**src/rtl/toggle_bank.sv**
```systemverilog
// toggle_bank: multi-channel programmable toggler.
// A start request latches a channel mask, a period and a toggle count. The
// masked outputs then invert every period cycles for the requested number of
// events, followed by a single-cycle done pulse.
module toggle_bank #(
  parameter int CHANNELS = 4,
  parameter int CNT_W    = 8
) (
  input  logic                clock,
  input  logic                reset,
  input  logic                ready,
  input  logic [CHANNELS-1:0] mask,
  input  logic [CNT_W-1:0]    period,
  input  logic [CNT_W-1:0]    toggles,
  output logic [CHANNELS-1:0] out,
  output logic                busy,
  output logic                done
);

  typedef enum logic [1:0] {
    IDLE = 2'd0,
    RUN  = 2'd1,
    DONE = 2'd2
  } state_t;

  state_t              state;
  state_t              state_n;
  logic [CHANNELS-1:0] mask_l;
  logic [CNT_W-1:0]    per_l;
  logic [CNT_W-1:0]    timer;
  logic [CNT_W-1:0]    remain;
  logic                armed;
  logic                start;
  logic                tick;
  logic [CNT_W-1:0]    per_eff;

  // A zero period behaves like one, so the first toggle is never skipped.
  assign per_eff = (period == '0) ? CNT_W'(1) : period;

  // start is only honoured in IDLE, so ready is ignored during RUN and DONE.
  assign start = (state == IDLE) && ready && armed;
  assign tick  = (state == RUN) && (timer == '0);

  // State register; reset returns to IDLE and aborts any run without done.
  always_ff @(posedge clock) begin
    if (reset) begin
      state <= IDLE;
    end else begin
      state <= state_n;
    end
  end

  // Next-state logic: a zero-length run goes straight to DONE.
  always_comb begin
    state_n = state;
    case (state)
      IDLE: begin
        if (start) begin
          state_n = (toggles == '0) ? DONE : RUN;
        end
      end
      RUN: begin
        if (tick && (remain == CNT_W'(1))) begin
          state_n = DONE;
        end
      end
      DONE:    state_n = IDLE;
      default: state_n = IDLE;
    endcase
  end

  // Arming: a low ready re-arms, an accepted start consumes the arm.
  always_ff @(posedge clock) begin
    if (reset) begin
      armed <= 1'b0;
    end else if (start) begin
      armed <= 1'b0;
    end else if (!ready) begin
      armed <= 1'b1;
    end
  end

  // Run datapath: latch parameters on start, count down, toggle on expiry.
  always_ff @(posedge clock) begin
    if (reset) begin
      out    <= '0;
      mask_l <= '0;
      per_l  <= '0;
      timer  <= '0;
      remain <= '0;
    end else if (start) begin
      mask_l <= mask;
      per_l  <= per_eff;
      timer  <= per_eff - CNT_W'(1);
      remain <= toggles;
    end else if (state == RUN) begin
      if (timer != '0) begin
        timer <= timer - CNT_W'(1);
      end else begin
        out    <= out ^ mask_l;
        remain <= remain - CNT_W'(1);
        timer  <= per_l - CNT_W'(1);
      end
    end
  end

  assign busy = (state == RUN);
  assign done = (state == DONE);

endmodule

```
**config.mk**
```make
export PLATFORM = sky130hd
export DESIGN_NAME = toggle_bank
export DESIGN_NICKNAME = d
export VERILOG_FILES = /design/src/rtl/toggle_bank.sv
export SDC_FILE = /design/constraint.sdc
export NUM_CORES = 1
export LEC_CHECK = 0
export ABC_AREA = 0
export CORE_UTILIZATION = 49
export DETAILED_ROUTE_END_ITERATION = 10
export PLACE_DENSITY = 0.81
export SYNTH_ARGS = -nofsm -noshare
export SYNTH_HDL_FRONTEND = slang
export SYNTH_SLANG_ARGS = --single-unit
```
**constraint.sdc**
```tcl
create_clock -name clock -period 7.9 [get_ports clock]
set_clock_uncertainty 0.2 [all_clocks]
set_input_delay 2.37 -clock clock [delete_from_list [all_inputs] [get_ports clock]]
set_output_delay 2.37 -clock clock [all_outputs]
set_load 0.005 [all_outputs]
```
Word level (Yosys, flattened, before mapping) --
Index checks and enable logic that the tools add are counted.
Storage, ports and cells: memory bits (read-only) 0, word-level logic and storage cells 45, flip-flop bits (word level) 35, bits in writable memories 0, bits in latches 0, input bits 23, memories 0, output and inout bits 6
Cells by class: multiplexer cells 11, $lt $le $gt $ge 0, $mul 0, equality and inequality tests 6, add/subtract/negate cells 4, shifts and indexed selects 0, bitwise gates (word level) 3, reduce and logical (&&, ||, !) cells 14, divide/modulo/power cells 0
Operator list (count):
- $mux 8 | 7
- $sub 8x1->8 const B | 4
- $logic_not 8->1 | 3
- $eq 8x1->1 const B | 1
- $reduce_bool 8->1 | 1
- $mux 2 | 3
- $logic_and 1x1->1 | 4
- $ne 2x2->1 const B | 2
- $pmux 2 s2 | 1
- $reduce_and 2->1 | 2
- $xor 4x4->4 | 1
- $reduce_and 3->1 | 1
- $eq 2x1->1 const B | 1
- $eq 2x2->1 const B | 1
- $logic_not 2->1 | 1
- $ne 2x1->1 const B | 1
- $not 1->1 | 2
- $reduce_bool 2->1 | 1
- $reduce_or 2->1 | 1

Longest topological paths before layout --
Gate-level depths: netlist (run 1).
depth after elaboration 5, gate-level depth with buffers 9

Worst setup path before layout (run 1) --
No wires, ideal clock.
path kind in2reg, from input port ready, to register timer[7], setup time 0.091 ns, data required time 7.609 ns, path slack 3.680 ns, arrival 3.929 ns, stages on the path 6, path buffers 1, cells stage by stage nor4bb_1 -> buf_6 -> a311o_1 -> a222oi_1 -> nand4_1 -> a311oi_1
Between the ends: word-level cells in the longest chain between the ends 3, elaborated cells between the ends (all ways) 4, those cells by class 1 x mux; 3 x reduce/logical
Ends and longest elaborated chain:
- from (decl) | line 11 | input logic ready,
- $logic_and 1x1->1 * (2 in series) | line 41 | assign start = (state == IDLE) && ready && armed;
- $mux 8 or $reduce_bool 2->1 (tied branches)
- to (signal assigned) | line 94 | timer <= per_eff - CNT_W'(1);
- to (signal assigned) | line 98 | timer <= timer - CNT_W'(1);
- to (signal assigned) | line 102 | timer <= per_l - CNT_W'(1);
- to (decl) | line 30 | logic [CNT_W-1:0] timer;
Mark *: on every way between the ends. The rest lies on a longest branch, timed or not. A chain may end at the register's enable or synchronous reset.

Worst setup path in the final report (run 1) --
Ends and elaborated chain as after synthesis.

==> impl_metrics.json, run 1 <==
{
  "outcome": "completed",
  "nets": 273,
  "crit_start": "ready",
  "synth_edf_count": 0,
  "die_w_um": 62.8,
  "cts-root-buf": "clkbuf_8",
  "r2r_slack_ps": 5400,
  "grt_max_degree": 36,
  "hpwlAfterDp_mm": 2.75,
  "antenna_found_initial": 0,
  "reg2reg_depth": 6,
  "ant_nets": 0,
  "crit_path_end": "timer[7]",
  "netlist.top_cell.by_area": "dfxtp_1",
  "ys_seq_area_frac": 0.387,
  "max_slew.worst_pin.slew_ps": 681,
  "synth_area_um2": 1810,
  "r2r-end": "timer[7]",
  "finalCritPeriodShare": 0.594,
  "io_pins": 29,
  "overflow": 0,
  "endpoint_kind": "register",
  "crit_cells": 7,
  "cp_max_fo": 27,
  "firstDrtPassIters": 4,
  "drv_slew": 0,
  "antenna_cells": 0,
  "cp.arrival_ps": 4700,
  "cp_cell_sequence": "clkdlybuf4s50_1 -> nor4bb_4 -> buf_4 -> a311o_1 -> a222oi_1 -> nand4_1 -> a311oi_1",
  "crit_type": "input pin to register",
  "drive_above_1_share": 0.0605,
  "synth_warnings": 0,
  "cts_hold_buf": 0,
  "cp-start-kind": "input pin",
  "cts_resized": 0,
  "avgSynthCellArea_um2": 8.22,
  "drt_iter0_drc": 100,
  "p_per_area_nw_per_um2": 217,
  "yosysUniqueCellTypes": 39,
  "drc": 0,
  "rsz0062_at_grt": "false",
  "async_reset_ff_frac": 0,
  "syn2layout_area_growth_pct": 24.3,
  "gp_congestion": 0.846,
  "clock_latency_ps": 300,
  "syn-num-nets": 246,
  "avgViaCountPerCell": 5.70,
  "start_util": 0.526,
  "fin_area_um2": 2250,
  "drv_cap": 0,
  "cts.path.max_buffers": 2,
  "core_um2": 3440,
  "layout_commonest_cell": "dfxtp_1",
  "setup_violations": 0,
  "netlist_top_cells_area": "dfxtp_1, nand2_1, nor2_1, a211oi_1, a21oi_1",
  "die_area_um2": 3940,
  "cts_buffers": 5,
  "max_freq_ghz": 0.213,
  "num_vias": 1675,
  "grt_pass1_vias": 1567,
  "crit_required_ps": 7900,
  "min_path_type": "register to register",
  "mostFrequentLayoutCells": "dfxtp_1, nand2_1, nor2_1",
  "cts-htree-levels": 2,
  "timing.critical_path.max_delay_family": "compound AO/OA/AOI/OAI gates",
  "grt_pass1_wl_mm": 7.16,
  "crit_path_max_incr_delay_ps": 650,
  "cp_num_buf_inv": 2,
  "drt_wl_total_mm": 4.10,
  "rows": 21,
  "synth_top_area_share": 0.387,
  "netlist_instances": 220,
  "p_leak_nw": 0.813,
  "fin_util": 0.654,
  "cts_tree": "built",
  "synth_top_flop_cell": "dfxtp_1",
  "yosys_register_bits": 35,
  "layout_min_cycle_time_ps": 4690,
  "wl_per_cell_um": 14.0,
  "relSlewSlack": 0.546,
  "cts.sinks": 35,
  "slowest_stage": "a222oi_1",
  "tns_ps": 0,
  "finalHoldViolCount": 0,
  "post-cts-setup-buffer-count": 0,
  "port_buffers": 28,
  "place_area_um2": 2130,
  "clk_pin_slew_ps": 70,
  "ir_drop_v": 0.000137,
  "die_h_um": 62.8,
  "fillCellCount": 299,
  "grt.total_usage": 0.228,
  "rr_startpoint": "state[1]"
}
kinds of logic (layout without fill, tap and decap cells):
group | count (synthesis) | after routing | share of synthesized area
adder cells (fa/ha/maj) | 3 | 3 | 0.0207
buffers and inverters | 17 | 45 | 0.0415
AO/OA/AOI/OAI | 51 | 51 | 0.205
AND/OR/NAND/NOR | 102 | 102 | 0.287
flip-flops | 35 | 35 | 0.387
XOR/XNOR | 12 | 12 | 0.0581
registers in the layout, summed over array words and instances, names as in the netlist:
register / flops
armed: 1
mask_l: 4
out: 4
per_l: 8
remain: 8
state: 2
timer: 8
through the flow:
stage / total power [mW] / hold WS [ps] / setup WS, ps / cells
2_1_floorplan: 0.288 / 232 / 3680 / 220
3_3_place_gp: 0.318 / 242 / 2950 / 286
3_5_place_dp: 0.321 / 245 / 2900 / 286
4_1_cts: 0.489 / 255 / 3220 / 294
5_1_grt: 0.513 / 285 / 2990 / 294
6_report: 0.488 / 254 / 3210 / 294
power breakdown:
group	leakage, nW	internal, mW	total, mW	switching, mW
combinational	0.466	0.0518	0.112	0.0600
clock	0.0612	0.102	0.169	0.0669
sequential	0.286	0.190	0.207	0.0168
total	0.813	0.344	0.488	0.144
cell usage after synthesis (2+ instances only):
master	n
nor4b_1	5
clkbuf_1	9
nand2b_1	5
nor4_2	2
a21oi_1	15
a311oi_1	5
xor2_1	4
nor4_1	6
or4_1	3
xnor2_1	8
a311o_1	2
nand2_1	31
a21o_1	3
ha_1	3
nor2b_1	4
nor3_1	4
a211oi_1	11
nand3_1	6
nand4_1	2
nor2_1	29
a211o_1	5
a222oi_1	2
dfxtp_1	35
inv_1	6
metal layers:
layer	GRT usage	part of all wire
met3	0.0511	0.028
met5	0	0
met4	0.105	0.019
met1	0.295	0.49
met2	0.359	0.47
worst min path at each step:
stage	to	depth (start not counted)	from	slack, ps
after CTS	per_l[2]	2	per_l[2]	260
after detailed placement	per_l[2]	2	per_l[2]	250
after floorplan	per_l[2]	2	per_l[2]	230
after global routing	mask_l[1]	2	mask_l[1]	290
after global placement	per_l[4]	2	per_l[4]	240
final	per_l[2]	2	per_l[2]	250
tightest hold or removal path, delay by kind of cell (launching register included):
family,cells,cell delay [ps]
flip-flops,1,310
AND/OR/NAND/NOR,1,50
AO/OA/AOI/OAI,1,50
cell type report:
cell class | count | area [um2] | share of cell area
flip-flops and latches | 35 | 701 | 0.311
clock buffers | 6 | 82.6 | 0.0367
well taps | 46 | 57.6 | 0.0256
inverters | 6 | 22.5 | 0.0100
multi-input cells | 168 | 1050 | 0.466
repair buffers | 31 | 303 | 0.135
clock inverters | 2 | 35.0 | 0.0156
Note: power is estimated with default switching activity, not from simulation.
==> run 2, diff against run 1 <==
clock period = 4.8 ns   (was 7.9 ns; I/O delays follow)
==> run 2 against run 1 <==
Against the previous run:
- cell area stayed put
- combinational power increased by 68%
- highest routed layer unchanged
- count of clock-buffer cells in the layout unchanged
- wire length about the same
- critical path type unchanged
- power grew 65%
- flip-flop and latch count is the same
- worst hold slack gained 1.7 ps
- non-clock buffer count is the same
- critical path depth is the same
- largest cell class unchanged
- clock power up 64%
- via count is 0.54% higher
==> impl_metrics.json, run 2 (synthesized netlist as in run 1, its figures left out) <==
{
  "mostFrequentLayoutCells": "dfxtp_1, nand2_1, nor2_1",
  "firstDrtPassIters": 4,
  "dp_cells": 286,
  "avgViaCountPerCell": 5.73,
  "instances_no_fill": 294,
  "cts_hold_buf": 0,
  "post-cts-setup-buffer-count": 0,
  "nets": 273,
  "drt_wl_total_mm": 4.10,
  "cts.path.max_buffers": 2,
  "ant_nets": 0,
  "crit_type": "input pin to register",
  "finalHoldViolCount": 0,
  "crit_path_max_incr_delay_ps": 560,
  "gp_congestion": 0.797,
  "r2r_slack_ps": 2100,
  "antenna_found_initial": 0,
  "wl_per_cell_um": 13.9,
  "die_w_um": 62.8,
  "num_vias": 1684,
  "p_per_area_nw_per_um2": 358,
  "drt_iter0_drc": 103,
  "top_regs": "per_l (8), remain (8), timer (8)",
  "cts.sinks": 35,
  "grt.total_usage": 0.221,
  "port_buffers": 28,
  "max_slew.worst_pin.slew_ps": 1230,
  "drv_cap": 0,
  "drc": 0,
  "layout_commonest_cell": "dfxtp_1",
  "syn2layout_area_growth_pct": 24.3,
  "clock_latency_ps": 290,
  "outcome": "completed",
  "min_path_type": "register to register",
  "p_leak_nw": 0.813,
  "holdWs_ps": 256,
  "drive_above_1_share": 0.0605,
  "total_power_mw": 0.805,
  "die_h_um": 62.8,
  "fillCellCount": 299,
  "die_area_um2": 3940,
  "hpwlAfterDp_mm": 2.75,
  "tns_ps": 0,
  "grt_pass1_vias": 1456,
  "ir_drop_v": 0.000224,
  "finalCritPeriodShare": 0.835,
  "cts-root-buf": "clkbuf_8",
  "cp_max_fo": 19,
  "rows": 21,
  "relSlewSlack": 0.176,
  "antenna_cells": 0,
  "max_freq_ghz": 0.250,
  "setup_violations": 0,
  "cts_tree": "built",
  "rsz0062_at_grt": "false",
  "clk_pin_slew_ps": 70,
  "start_util": 0.526,
  "cts_buffers": 5,
  "reg2reg_depth": 6,
  "slowest_stage": "nor4bb_4",
  "io_pins": 29,
  "cp-start-kind": "input pin",
  "cts_resized": 0,
  "grt_pass1_wl_mm": 6.90,
  "overflow": 0,
  "crit_required_ps": 4770,
  "core_um2": 3440,
  "drv_slew": 0,
  "hold_depth": 2,
  "cp.arrival_ps": 3980,
  "cts-htree-levels": 2,
  "layout_min_cycle_time_ps": 4010,
  "cp_cell_sequence": "clkdlybuf4s50_1 -> nor4bb_4 -> buf_4 -> nand2b_1 -> a222oi_1 -> nand4_1 -> a311oi_1",
  "endpoint_kind": "register",
  "grt_max_degree": 34
}
## run 2: worst paths after layout
path,to,from
setup / recovery,timer[7],ready
hold / removal,per_l[5],per_l[5]
setup reg to reg,timer[7],state[0]
hold reg to reg,per_l[5],per_l[5]
## run 2: layout make-up
| type | instances | area, um2 | area share |
|---|---|---|---|
| Sequential cell | 35 | 701 | 0.311 |
| Tap cell | 46 | 57.6 | 0.0256 |
| Clock inverter | 2 | 35.0 | 0.0156 |
| Timing Repair Buffer | 31 | 303 | 0.135 |
| Multi-Input combinational cell | 168 | 1050 | 0.466 |
| Inverter | 6 | 22.5 | 0.0100 |
| Clock buffer | 6 | 82.6 | 0.0367 |
## run 2: through the flow
stage	utilization	setup WS, ps	area, um2
floorplan	-	1510	1810
global placement	0.619	652	2130
detailed placement	0.619	559	2130
CTS	0.654	817	2250
global route	0.654	518	2250
finish	0.654	794	2250
## run 2: power by group
group | switching (mW) | internal, mW | total [mW]
Combinational | 0.103 | 0.0856 | 0.188
Clock | 0.110 | 0.168 | 0.278
Sequential | 0.0264 | 0.313 | 0.339
Total | 0.239 | 0.566 | 0.805
## run 2: metal layers
metal / wire [um] / GRT usage / share of wire
met5: 0 / 0 / 0
met4: 72 / 0.0988 / 0.018
met3: 172 / 0.0547 / 0.042
met2: 1910 / 0.345 / 0.46
met1: 1950 / 0.285 / 0.48
## run 2: worst max-delay path: cells and delay by family
family	cells	cell delay, ps
buffers and inverters	2	850
AOI/OAI and AO/OA	2	850
and+or+nand+nor	3	830
